$ cat src/rtl/game_host_if.sv
// Host-to-GAME bundle: round stimulus out, game status back.
// master = game_host, slave = GAME instance.
interface game_host_if #(
  parameter int INPUT = 4
);
  logic [1:0]       controlValue;
  logic [INPUT-1:0] initialValue;
  logic             INIT;
  logic             WINNER;
  logic             LOSER;
  logic             GAMEOVER;
  logic [1:0]       WHO;

  modport master (
    output controlValue,
    output initialValue,
    output INIT,
    input  WINNER,
    input  LOSER,
    input  GAMEOVER,
    input  WHO
  );

  modport slave (
    input  controlValue,
    input  initialValue,
    input  INIT,
    output WINNER,
    output LOSER,
    output GAMEOVER,
    output WHO
  );
endinterface

$ cat src/rtl/game_host.sv
// game_host: runs a session of ROUNDS games against one GAME block
// and keeps saturating win/loss/timeout scores.
module game_host #(
  parameter int INPUT       = 4,
  parameter int ROUNDS      = 4,
  parameter int INIT_CYCLES = 2,
  parameter int TIMEOUT     = 255,
  parameter int SCORE_W     = 8
) (
  input  logic               clk,
  input  logic               rst,
  input  logic               start,
  input  logic [1:0]         mode_base,
  input  logic [INPUT-1:0]   seed,
  game_host_if.master        gif,
  output logic               busy,
  output logic               done,
  output logic [SCORE_W-1:0] win_count,
  output logic [SCORE_W-1:0] lose_count,
  output logic [SCORE_W-1:0] timeout_count,
  output logic [1:0]         last_who
);

  localparam int TMAX = (TIMEOUT > INIT_CYCLES) ? TIMEOUT : INIT_CYCLES;
  localparam int TW   = $clog2(TMAX) + 1;
  localparam logic [SCORE_W-1:0] SMAX = '1;

  typedef enum logic [2:0] {
    IDLE,
    LOAD,
    RUN,
    NEXT,
    DONE
  } state_t;

  state_t           state;
  state_t           state_nx;
  logic [TW-1:0]    tmr;
  logic [TW-1:0]    tmr_nx;
  logic [3:0]       rnd;
  logic [3:0]       rnd_nx;
  logic [1:0]       mb_q;
  logic [INPUT-1:0] sd_q;
  logic [1:0]       mb_src;
  logic [INPUT-1:0] sd_src;
  logic             win_q;
  logic             lose_q;
  logic             in_run;
  logic             go_ok;
  logic             tmo;
  logic             win_rise;
  logic             lose_rise;
  logic             accept;

  assign accept    = (state == IDLE) && start;
  assign in_run    = (state == RUN);
  // first RUN cycle may still show the previous game's GAMEOVER
  assign go_ok     = in_run && (tmr != '0) && gif.GAMEOVER;
  assign tmo       = in_run && (tmr == TW'(TIMEOUT - 1)) && !go_ok;
  assign win_rise  = in_run && gif.WINNER && !win_q;
  assign lose_rise = in_run && gif.LOSER && !lose_q;

  assign mb_src = (state == IDLE) ? mode_base : mb_q;
  assign sd_src = (state == IDLE) ? seed : sd_q;

  always_comb begin
    state_nx = state;
    tmr_nx   = tmr;
    rnd_nx   = rnd;
    unique case (state)
      IDLE: begin
        if (start) begin
          state_nx = LOAD;
          tmr_nx   = '0;
          rnd_nx   = '0;
        end
      end
      LOAD: begin
        if (tmr == TW'(INIT_CYCLES - 1)) begin
          state_nx = RUN;
          tmr_nx   = '0;
        end else begin
          tmr_nx = tmr + TW'(1);
        end
      end
      RUN: begin
        if (go_ok || tmo) begin
          state_nx = NEXT;
          tmr_nx   = '0;
        end else begin
          tmr_nx = tmr + TW'(1);
        end
      end
      NEXT: begin
        if (rnd == 4'(ROUNDS - 1)) begin
          state_nx = DONE;
        end else begin
          state_nx = LOAD;
          rnd_nx   = rnd + 4'd1;
          tmr_nx   = '0;
        end
      end
      DONE: begin
        state_nx = IDLE;
      end
      default: begin
        state_nx = IDLE;
      end
    endcase
  end

  always_ff @(posedge clk or negedge rst) begin
    if (!rst) begin
      state  <= IDLE;
      tmr    <= '0;
      rnd    <= '0;
      mb_q   <= '0;
      sd_q   <= '0;
      win_q  <= 1'b0;
      lose_q <= 1'b0;
    end else begin
      state  <= state_nx;
      tmr    <= tmr_nx;
      rnd    <= rnd_nx;
      win_q  <= gif.WINNER;
      lose_q <= gif.LOSER;
      if (accept) begin
        mb_q <= mode_base;
        sd_q <= seed;
      end
    end
  end

  // outputs are registered from the next state so they align with it
  always_ff @(posedge clk or negedge rst) begin
    if (!rst) begin
      gif.controlValue <= '0;
      gif.initialValue <= '0;
      gif.INIT         <= 1'b0;
      busy             <= 1'b0;
      done             <= 1'b0;
    end else begin
      gif.INIT <= (state_nx == LOAD);
      busy     <= (state_nx == LOAD) ||
                  (state_nx == RUN) ||
                  (state_nx == NEXT);
      done     <= (state_nx == DONE);
      if (state_nx == LOAD) begin
        gif.controlValue <= mb_src + rnd_nx[1:0];
        gif.initialValue <= sd_src + INPUT'(rnd_nx);
      end
    end
  end

  always_ff @(posedge clk or negedge rst) begin
    if (!rst) begin
      win_count     <= '0;
      lose_count    <= '0;
      timeout_count <= '0;
      last_who      <= '0;
    end else if (accept) begin
      win_count     <= '0;
      lose_count    <= '0;
      timeout_count <= '0;
      last_who      <= '0;
    end else begin
      if (win_rise && (win_count != SMAX)) begin
        win_count <= win_count + SCORE_W'(1);
      end
      if (lose_rise && (lose_count != SMAX)) begin
        lose_count <= lose_count + SCORE_W'(1);
      end
      if (tmo && (timeout_count != SMAX)) begin
        timeout_count <= timeout_count + SCORE_W'(1);
      end
      if (go_ok) begin
        last_who <= gif.WHO;
      end
    end
  end

endmodule

$ cat src/flat_wrapper.sv
// flat-port wrapper written by rule: the top's interface ports become plain ports
module game_host_flat 
#(
  parameter int INPUT       = 4,
  parameter int ROUNDS      = 4,
  parameter int INIT_CYCLES = 2,
  parameter int TIMEOUT     = 255,
  parameter int SCORE_W     = 8
)
  (clk, rst, start, mode_base, seed, busy, done, win_count, lose_count, timeout_count, last_who, gif_controlValue, gif_initialValue, gif_INIT, gif_WINNER, gif_LOSER, gif_GAMEOVER, gif_WHO);
  game_host_if #(.INPUT(INPUT)) gif_i ();
  input  logic clk;
  input  logic rst;
  input  logic start;
  input  logic [1:0] mode_base;
  input  logic [INPUT-1:0] seed;
  output logic busy;
  output logic done;
  output logic [SCORE_W-1:0] win_count;
  output logic [SCORE_W-1:0] lose_count;
  output logic [SCORE_W-1:0] timeout_count;
  output logic [1:0] last_who;
  output wire logic [$bits(gif_i.controlValue)-1:0] gif_controlValue;
  output wire logic [$bits(gif_i.initialValue)-1:0] gif_initialValue;
  output wire logic [$bits(gif_i.INIT)-1:0] gif_INIT;
  input wire logic [$bits(gif_i.WINNER)-1:0] gif_WINNER;
  input wire logic [$bits(gif_i.LOSER)-1:0] gif_LOSER;
  input wire logic [$bits(gif_i.GAMEOVER)-1:0] gif_GAMEOVER;
  input wire logic [$bits(gif_i.WHO)-1:0] gif_WHO;
  assign gif_controlValue = gif_i.controlValue;
  assign gif_initialValue = gif_i.initialValue;
  assign gif_INIT = gif_i.INIT;
  assign gif_i.WINNER = gif_WINNER;
  assign gif_i.LOSER = gif_LOSER;
  assign gif_i.GAMEOVER = gif_GAMEOVER;
  assign gif_i.WHO = gif_WHO;
  game_host #(.INPUT(INPUT), .ROUNDS(ROUNDS), .INIT_CYCLES(INIT_CYCLES), .TIMEOUT(TIMEOUT), .SCORE_W(SCORE_W)) u_core (.clk(clk), .rst(rst), .start(start), .mode_base(mode_base), .seed(seed), .gif(gif_i), .busy(busy), .done(done), .win_count(win_count), .lose_count(lose_count), .timeout_count(timeout_count), .last_who(last_who));
endmodule
$ cat config.mk
export PLATFORM = sky130hd
export DESIGN_NAME = game_host_flat
export DESIGN_NICKNAME = d
export VERILOG_FILES = /design/src/rtl/game_host_if.sv /design/src/rtl/game_host.sv /design/src/flat_wrapper.sv
export SDC_FILE = /design/constraint.sdc
export NUM_CORES = 1
export LEC_CHECK = 0
export CAP_MARGIN = 5
export CORE_ASPECT_RATIO = 1.75
export CORE_MARGIN = 4
export CORE_UTILIZATION = 37
export CTS_CLUSTER_SIZE = 28
export DETAILED_ROUTE_END_ITERATION = 12
export GPL_TIMING_DRIVEN = 1
export MAX_ROUTING_LAYER = met4
export PLACE_DENSITY = 0.71
export SLEW_MARGIN = 20
export SYNTH_ARGS = -nofsm -noshare
export SYNTH_HDL_FRONTEND = slang
export SYNTH_SLANG_ARGS = --single-unit
export TNS_END_PERCENT = 100
$ cat constraint.sdc
create_clock -name clk -period 3.9 [get_ports clk]
set_clock_uncertainty 0.05 [all_clocks]
set_input_delay 0.78 -clock clk [delete_from_list [all_inputs] [get_ports clk]]
set_output_delay 0.78 -clock clk [all_outputs]
set_load 0.02 [all_outputs]
==> out/qor.log <==
INFO  timing         totalNegativeSetupSlack=0ns
INFO  floorplan      core_area=0.008016sqmm
INFO  synthesis      synth.ff_latch_count=59
INFO  timing         tightest_slew=0.8240ns
INFO  power_and_ir_drop vdd.ir_drop.worst=0.3606mV
INFO  global_route   grt_antenna_before_repair=0
INFO  floorplan      core.rowCount=43
INFO  timing         setup_viol=0
INFO  clocking       ctsHtreeMaxLevel=3
INFO  flow_run       max_cap_violations=0
INFO  final_layout   nFillCells=740
INFO  final_layout   antennaDiodeCount=0
INFO  min_path       timing.hold.worst.start=u_core.mb_q[0]
INFO  final_layout   final_nets=378
INFO  global_route   grt_start_max_net_pins=38
INFO  synthesis      yosys.area.top_type=dfrtp_1
INFO  place          globalplace.congestion=0.8351
INFO  timing         timing.fmax=0.3133GHz
INFO  synthesis      syn_inst=299
INFO  min_path       min-delay-path-class=register to register
INFO  place          dpl.cell_count=430
INFO  critical_path  timing.rr.start=u_core.rnd[0]
INFO  clocking       clkSlewWorstSetupHoldPaths=0.05ns
INFO  clocking       cts-hold-fix-buffers=0
INFO  global_route   grt.total_usage=0.1528
INFO  critical_path  timing.critical_path.cells=clkdlybuf4s50_1, nor4b_4, mux2i_1, a32oi_1, inv_1, ha_1, a21o_1, a21oi_1, xnor2_1, xnor2_1, mux2_2
INFO  synthesis      syn-cell-area=0.003065sqmm
INFO  synthesis      seq_area_frac_synth=0.4816
INFO  clocking       cts_buffers=9
INFO  timing         finalHoldViolCount=0
INFO  final_layout   syn_to_final_growth=28.20%
INFO  power_and_ir_drop power_leakage=1.751nW
INFO  routing        avgViaCountPerCell=5.335
INFO  routing        postRouteWirelength=6787microns
INFO  clocking       post_cts_resized=0
INFO  global_route   global_route_wire_length_before_repair=11410microns
INFO  timing         layout_min_cycle_time=3.192ns
INFO  timing         rsz0062_at_grt=no
INFO  synthesis      synth_area_per_cell=10.25squm
INFO  timing         max-slew-margin-rel=0.4470
INFO  critical_path  rr_endpoint=u_core.gif.initialValue[3]
INFO  routing        detail_route.wl_per_cell=15.25microns
INFO  min_path       worstHoldPathCells=2
INFO  routing        post-route-drc-count=0
INFO  critical_path  reg2reg_slack=0.94ns
INFO  outcome        run_status=complete, no violations
INFO  power_and_ir_drop pwr-share-comb=0.334
INFO  clocking       clock_sink_count=59
INFO  critical_path  worstSetupPathType=input port to register
INFO  clocking       post-cts-setup-buffers=0
INFO  critical_path  rr_worst_depth=10
INFO  final_layout   post_route_cells_drive_above_1_share=0.09577
INFO  critical_path  start_kind=input port
INFO  power_and_ir_drop pwr_dens=621.9mW/mm^2
INFO  routing        final_antenna_net_count=0
INFO  final_layout   layoutNonFillerInstCount=445
INFO  timing         finalMaxSlewViolations=0
INFO  final_layout   final_core_utilization=0.4902
INFO  synthesis      synthesis.nets=326
INFO  synthesis      synth_top_cell_area_share=0.4816
INFO  clocking       ctsRootBufferMaster=clkbuf_16
INFO  synthesis      synth_enable_flop_cells=0
INFO  critical_path  library_cell_appearing_most_often_on_the_critical_path=xnor2_1
INFO  power_and_ir_drop pwr-share-seq=0.341
INFO  clocking       clock_path_buffers=2
INFO  critical_path  worst_path_max_delay_cell=clkdlybuf4s50_1
INFO  place          portBuffers=48
INFO  min_path       hold-path-endpoint=u_core.mb_q[0]
INFO  critical_path  crit_family=compound AO/OA/AOI/OAI gates
INFO  routing        drt_iter0_drc=185
INFO  critical_path  timing.critical_path.slowest_cell_delay=0.53ns
INFO  timing         worst_slack=0.7081ns
INFO  power_and_ir_drop switching_share=0.3371
INFO  power_and_ir_drop p_int=1.620mW
INFO  clocking       worstSkewPairLatency=0.33ns
INFO  floorplan      floorplan.initialDensity=0.3824
INFO  synthesis      postSynth.topFlopCell=dfrtp_1
INFO  critical_path  worstPathBufferInverterCount=2
INFO  global_route   grt_overflow_total=0
INFO  clocking       clock_tree_from_tritoncts=yes
INFO  critical_path  worstSetupEndpointType=register
INFO  floorplan      die_ar=0.009863sqmm
INFO  routing        drt_pass1_iterations=4
INFO  timing         worst_hold_slack=0.4204ns
INFO  synthesis      yosysWarningCount=0
INFO  routing        routed-via-count=2374
INFO  place          dp_hpwl=4984microns
INFO  critical_path  crit_required=4.06ns
INFO  timing         part_of_the_cycle_the_worst_path_needs=0.8184
INFO  power_and_ir_drop clkPwrFrac=0.324
INFO  synthesis      yosys.cell_types.count=52
INFO  critical_path  crit_path_max_fanout=4
INFO  synthesis      async_reset_ff_frac=1.000
INFO  power_and_ir_drop switching_power_total=824.0uW
INFO  global_route   first_global_vias=2366
INFO  critical_path  worstPathArrival=3.36ns
INFO  floorplan      die_width=76.81microns
INFO  floorplan      die_y=128.4microns
INFO  synthesis      yosys-top-cells-area=dfrtp_1, xor2_1, ha_1, nand2_1, nor2_1
INFO  floorplan      boundaryPins=49
INFO  place          dp_slack=0.3333ns
-- worst register-to-register path, cell delays in order, from the launching register on --
cell and delay (ns):
dfrtp_1 0.38, ha_1 0.20, or3b_2 0.53, a32oi_1 0.42, inv_1 0.12, ha_1 0.30, a21o_1 0.18, a21oi_1 0.16
xnor2_1 0.15, xnor2_1 0.08, mux2_2 0.28
-- synth_stat cells, drive strengths merged (7+ instances only) --
master,number
inv,8
mux2i,8
o21ai,9
xor2,21
ha,12
dfrtp,59
nand4,15
nand3,11
nand2,40
mux2,7
nor2,30
a21oi,7
xnor2,7
-- state kept, by name, indices dropped and copies added, names as in the netlist, 2 cells and up --
register and count:
u_core.timeout_count 8, u_core.last_who 2, u_core.win_count 8, u_core.rnd 4
u_core.state 3, u_core.tmr 9, u_core.gif.controlValue 2, u_core.gif.initialValue 4
u_core.lose_count 8, u_core.mb_q 2, u_core.sd_q 4
-- power groups by stage --
| stage | Combinational [mW] | Clock [mW] | Sequential [mW] |
|---|---|---|---|
| 6_report | 0.817 | 0.792 | 0.834 |
| 5_1_grt | 0.904 | 0.834 | 0.853 |
| 4_1_cts | 0.832 | 0.809 | 0.835 |
| 3_5_place_dp | 0.826 | 0 | 0.844 |
| 3_3_place_gp | 0.816 | 0 | 0.841 |
| 2_1_floorplan | 0.514 | 0 | 0.874 |
-- cells by family (layout without fill, tap and decap cells) --
group / count (synthesis) / count (layout) / share of synthesized area
AND/OR/NAND/NOR: 133 / 133 / 0.2273
flip-flops: 59 / 59 / 0.4816
AO/OA/AOI/OAI: 33 / 33 / 0.07511
XOR/XNOR: 28 / 28 / 0.08000
buffers and inverters: 18 / 74 / 0.02857
multiplexers: 15 / 15 / 0.05184
adder cells (fa/ha/maj): 13 / 13 / 0.05551
-- area by class of cell --
type / instances / area (sq um) / area share
inverter: 8 / 30.03 / 0.007641
clock buffer: 11 / 252.7 / 0.06431
sequential: 59 / 1476 / 0.3757
multi-input combinational: 222 / 1510 / 0.3843
tap: 90 / 112.6 / 0.02865
timing repair buffer: 51 / 498.0 / 0.1267
clock inverter: 4 / 50.05 / 0.01273
-- how the worst max path moves through the flow --
stage | from | to | slack [ns] | cells past startpoint
4_1_cts | start | u_core.gif.initialValue[3] | 0.69 | 11
3_3_place_gp | start | u_core.gif.initialValue[3] | 0.47 | 10
2_1_floorplan | start | u_core.gif.initialValue[3] | 0.97 | 10
5_1_grt | start | u_core.gif.initialValue[3] | 0.53 | 11
6_report | start | u_core.gif.initialValue[3] | 0.71 | 11
3_5_place_dp | start | u_core.gif.initialValue[3] | 0.33 | 11
-- metal layers --
layer  global-route usage  routed length (microns)
met2               0.2631                     3722
met4              0.09285                      201
met1               0.1613                     2659
met5                    -                        0
met3              0.02871                      204
-- metrics by stage --
stage,total power [mW],area (sq um)
after detailed placement,1.670,3627
after global placement,1.657,3627
final,2.444,3930
after CTS,2.477,3930
after global routing,2.591,3930
after floorplan,1.389,3065
-- placed cells by master, fill, tap and decap left out, types with 9 or more instances in the layout --
master and instances:
ha_1 12, nand4_1 15, clkbuf_16 9, nand3_1 10, nand2_1 40, dfrtp_1 59, clkdlybuf4s50_1 47, xor2_1 21
nor2_1 30
No activity file was read; power rests on OpenSTA's default activity.
==> RTL change (config.mk and constraints unchanged) <==
Register the output `timeout_count` once more, with the module's reset; this adds one clock of latency there. The other outputs are not delayed to match.
--- a/src/rtl/game_host.sv
+++ b/src/rtl/game_host.sv
@@ -33,4 +33,6 @@
     DONE
   } state_t;
+
+  logic [SCORE_W-1:0] timeout_count_s0;
 
   state_t           state;
@@ -157,10 +159,10 @@
       win_count     <= '0;
       lose_count    <= '0;
-      timeout_count <= '0;
+      timeout_count_s0 <= '0;
       last_who      <= '0;
     end else if (accept) begin
       win_count     <= '0;
       lose_count    <= '0;
-      timeout_count <= '0;
+      timeout_count_s0 <= '0;
       last_who      <= '0;
     end else begin
@@ -171,6 +173,6 @@
         lose_count <= lose_count + SCORE_W'(1);
       end
-      if (tmo && (timeout_count != SMAX)) begin
-        timeout_count <= timeout_count + SCORE_W'(1);
+      if (tmo && (timeout_count_s0 != SMAX)) begin
+        timeout_count_s0 <= timeout_count_s0 + SCORE_W'(1);
       end
       if (go_ok) begin
@@ -180,4 +182,12 @@
   end
 
+  always_ff @(posedge clk or negedge rst) begin
+    if (!rst) begin
+      timeout_count <= '0;
+    end else begin
+      timeout_count <= timeout_count_s0;
+    end
+  end
+
 endmodule
 
Function: no difference found for any inputs over 10 cycles, from zero or initial values and one cycle with rst low; that may be too few to reach the edited logic, so the function may still have changed.
==> RTL change against the unedited design <==
Area after synthesis up 6.4%; wire length down 0.53%; power rose by 7.6%; combinational power up 3.9%; design area up 6.6%; setup slack improved by 390 ps; via count decreased by 0.21%; sequential cell count increased by 8; critical path type unchanged; largest cell class is now registers.
==> RTL change: results (changes against the unedited design) <==
Signal inverters: 13 (+5)
layout cells sized above 1: 10.8% (+1.2 points)
final instance area: 0.00419 mm² (+6.6%)
worst reg2reg startpoint: u_core.state[0]
hpwl dp: 4.84 mm (-2.9%)
IO buf count: 48 (unchanged)
register area share after synthesis: 51.4% (+3.3 points)
power density over the cells: 628 mW/mm² (+0.92%)
GPL Wtd Cong: 0.828 (-0.84%)
crit path launch: start
total track usage: 14.9% (-0.43 points)
max reg flops: 9 (unchanged)
# clk buffers: 10 (-1)
met3 usage: 3.90% (+1.0 points)
area of the multi-input gates: 0.00150 mm² (-0.66%)
hold path endpoint: u_core.timeout_count[6]
Power Sequential: 920 µW (+10%)
hold slack: 386 ps (-34.8 ps)
hold_sp: u_core.timeout_count_s0[6]
Data buffer area share: 11.9% (-0.72 points)
Sw Ratio: 32.9% (-0.84 points)
Worst Tran Pin Value: 652 ps (-172 ps)
Multi-In Gates: 216 (-2.7%)
largest net degree at the start of global routing: 49 (+29%)
reg-to-reg slack, setup: 1130 ps (+190 ps)
Syn. warnings: 0 (unchanged)
hold path cells: 0 (-2)
arrival time at the worst endpoint: 2960 ps (-400 ps)
sequential cell count: 67 (+14%)
distinct cell type count after synthesis: 45 (-13%)
Synth area leaders: dfrtp_1 (51%), xnor2_1 (5.4%), ha_1 (4.6%), nand2_1 (4.4%), nor2_1 (4.0%)
first-pass GRT wire length: 11.8 mm (+3.5%)
Mapped Nets: 330 (+1.2%)
vias post-DR: 2,369 (-0.21%)
Crit path max-delay family: multiplexers
FF-to-FF path depth: 9 (-1)
Pleak: 0.00184 µW (+5.0%)
GR met1 Demand/Resource: 15.9% (-0.22 points)
Peak VDD IR: 0.440 mV (+22%)
H-tree lvl count: 3 (unchanged)
Starting DRT DRC Count: 121 (-35%)
GR Layer Usage met2: 25.2% (-1.1 points)
DP Cell Count: 464 (+7.9%)
maximum root-to-sink buffer count: 2 (unchanged)
nets: 385 (+1.9%)
status: complete, no violations
Mapped Cells: 303 (+1.3%)
period utilisation layout: 71.8% (-10 points)
register area: 0.00168 mm² (+14%)
Commonest cells post-synth: dfrtp_1 (67), nand2_1 (38), nor2_1 (35), xnor2_1 (20), inv_1 (13)
DP Area: 0.00387 mm² (+6.7%)
DR vias/cell: 4.95 (-7.3%)
Clk pwr share: 32.7% (+0.3 points)
clock-cell share of area: 7.56% (-0.15 points)
fillcell total: 793 (+7.2%)
Worst Path Max Fanout: 3 (-1)
Post-Route WL: 6.75 mm (-0.53%)
pre-CTS setup slack: 784 ps (+451 ps)
# Taps: 117 (+30%)
vias in the first global route: 2,450 (+3.6%)
## RTL change: changes by cell type in the layout (fill, tap and decap cells not counted), moves of 4 or more
| cell | change |
|---|---|
| nor4_1 | +4 |
| dfrtp_1 | +8 |
| xor2_1 | -10 |
| xnor2_1 | +13 |
| nor2_1 | +5 |
| inv_1 | +5 |
| nor3_1 | +5 |
| nand4_1 | -10 |
## RTL change: cells by family after synthesis
kind of cell               synth area share [%]
adders and majority gates                  5.22
muxes                                      5.22
AOI/OAI and AO/OA                          6.25
DFF                                        51.4
and+or+nand+nor                            21.0
buffers and inverters                      2.57
xor gates and xnor gates                   8.33
## RTL change: per-layer routing
| metal | vias up | part of all wire (%) |
|---|---|---|
| li1 | 1150 | - |
| met4 | 0 | 2.2 |
| met3 | 9 | 3.2 |
| met5 | - | 0 |
| met1 | 1170 | 39 |
| met2 | 40 | 56 |
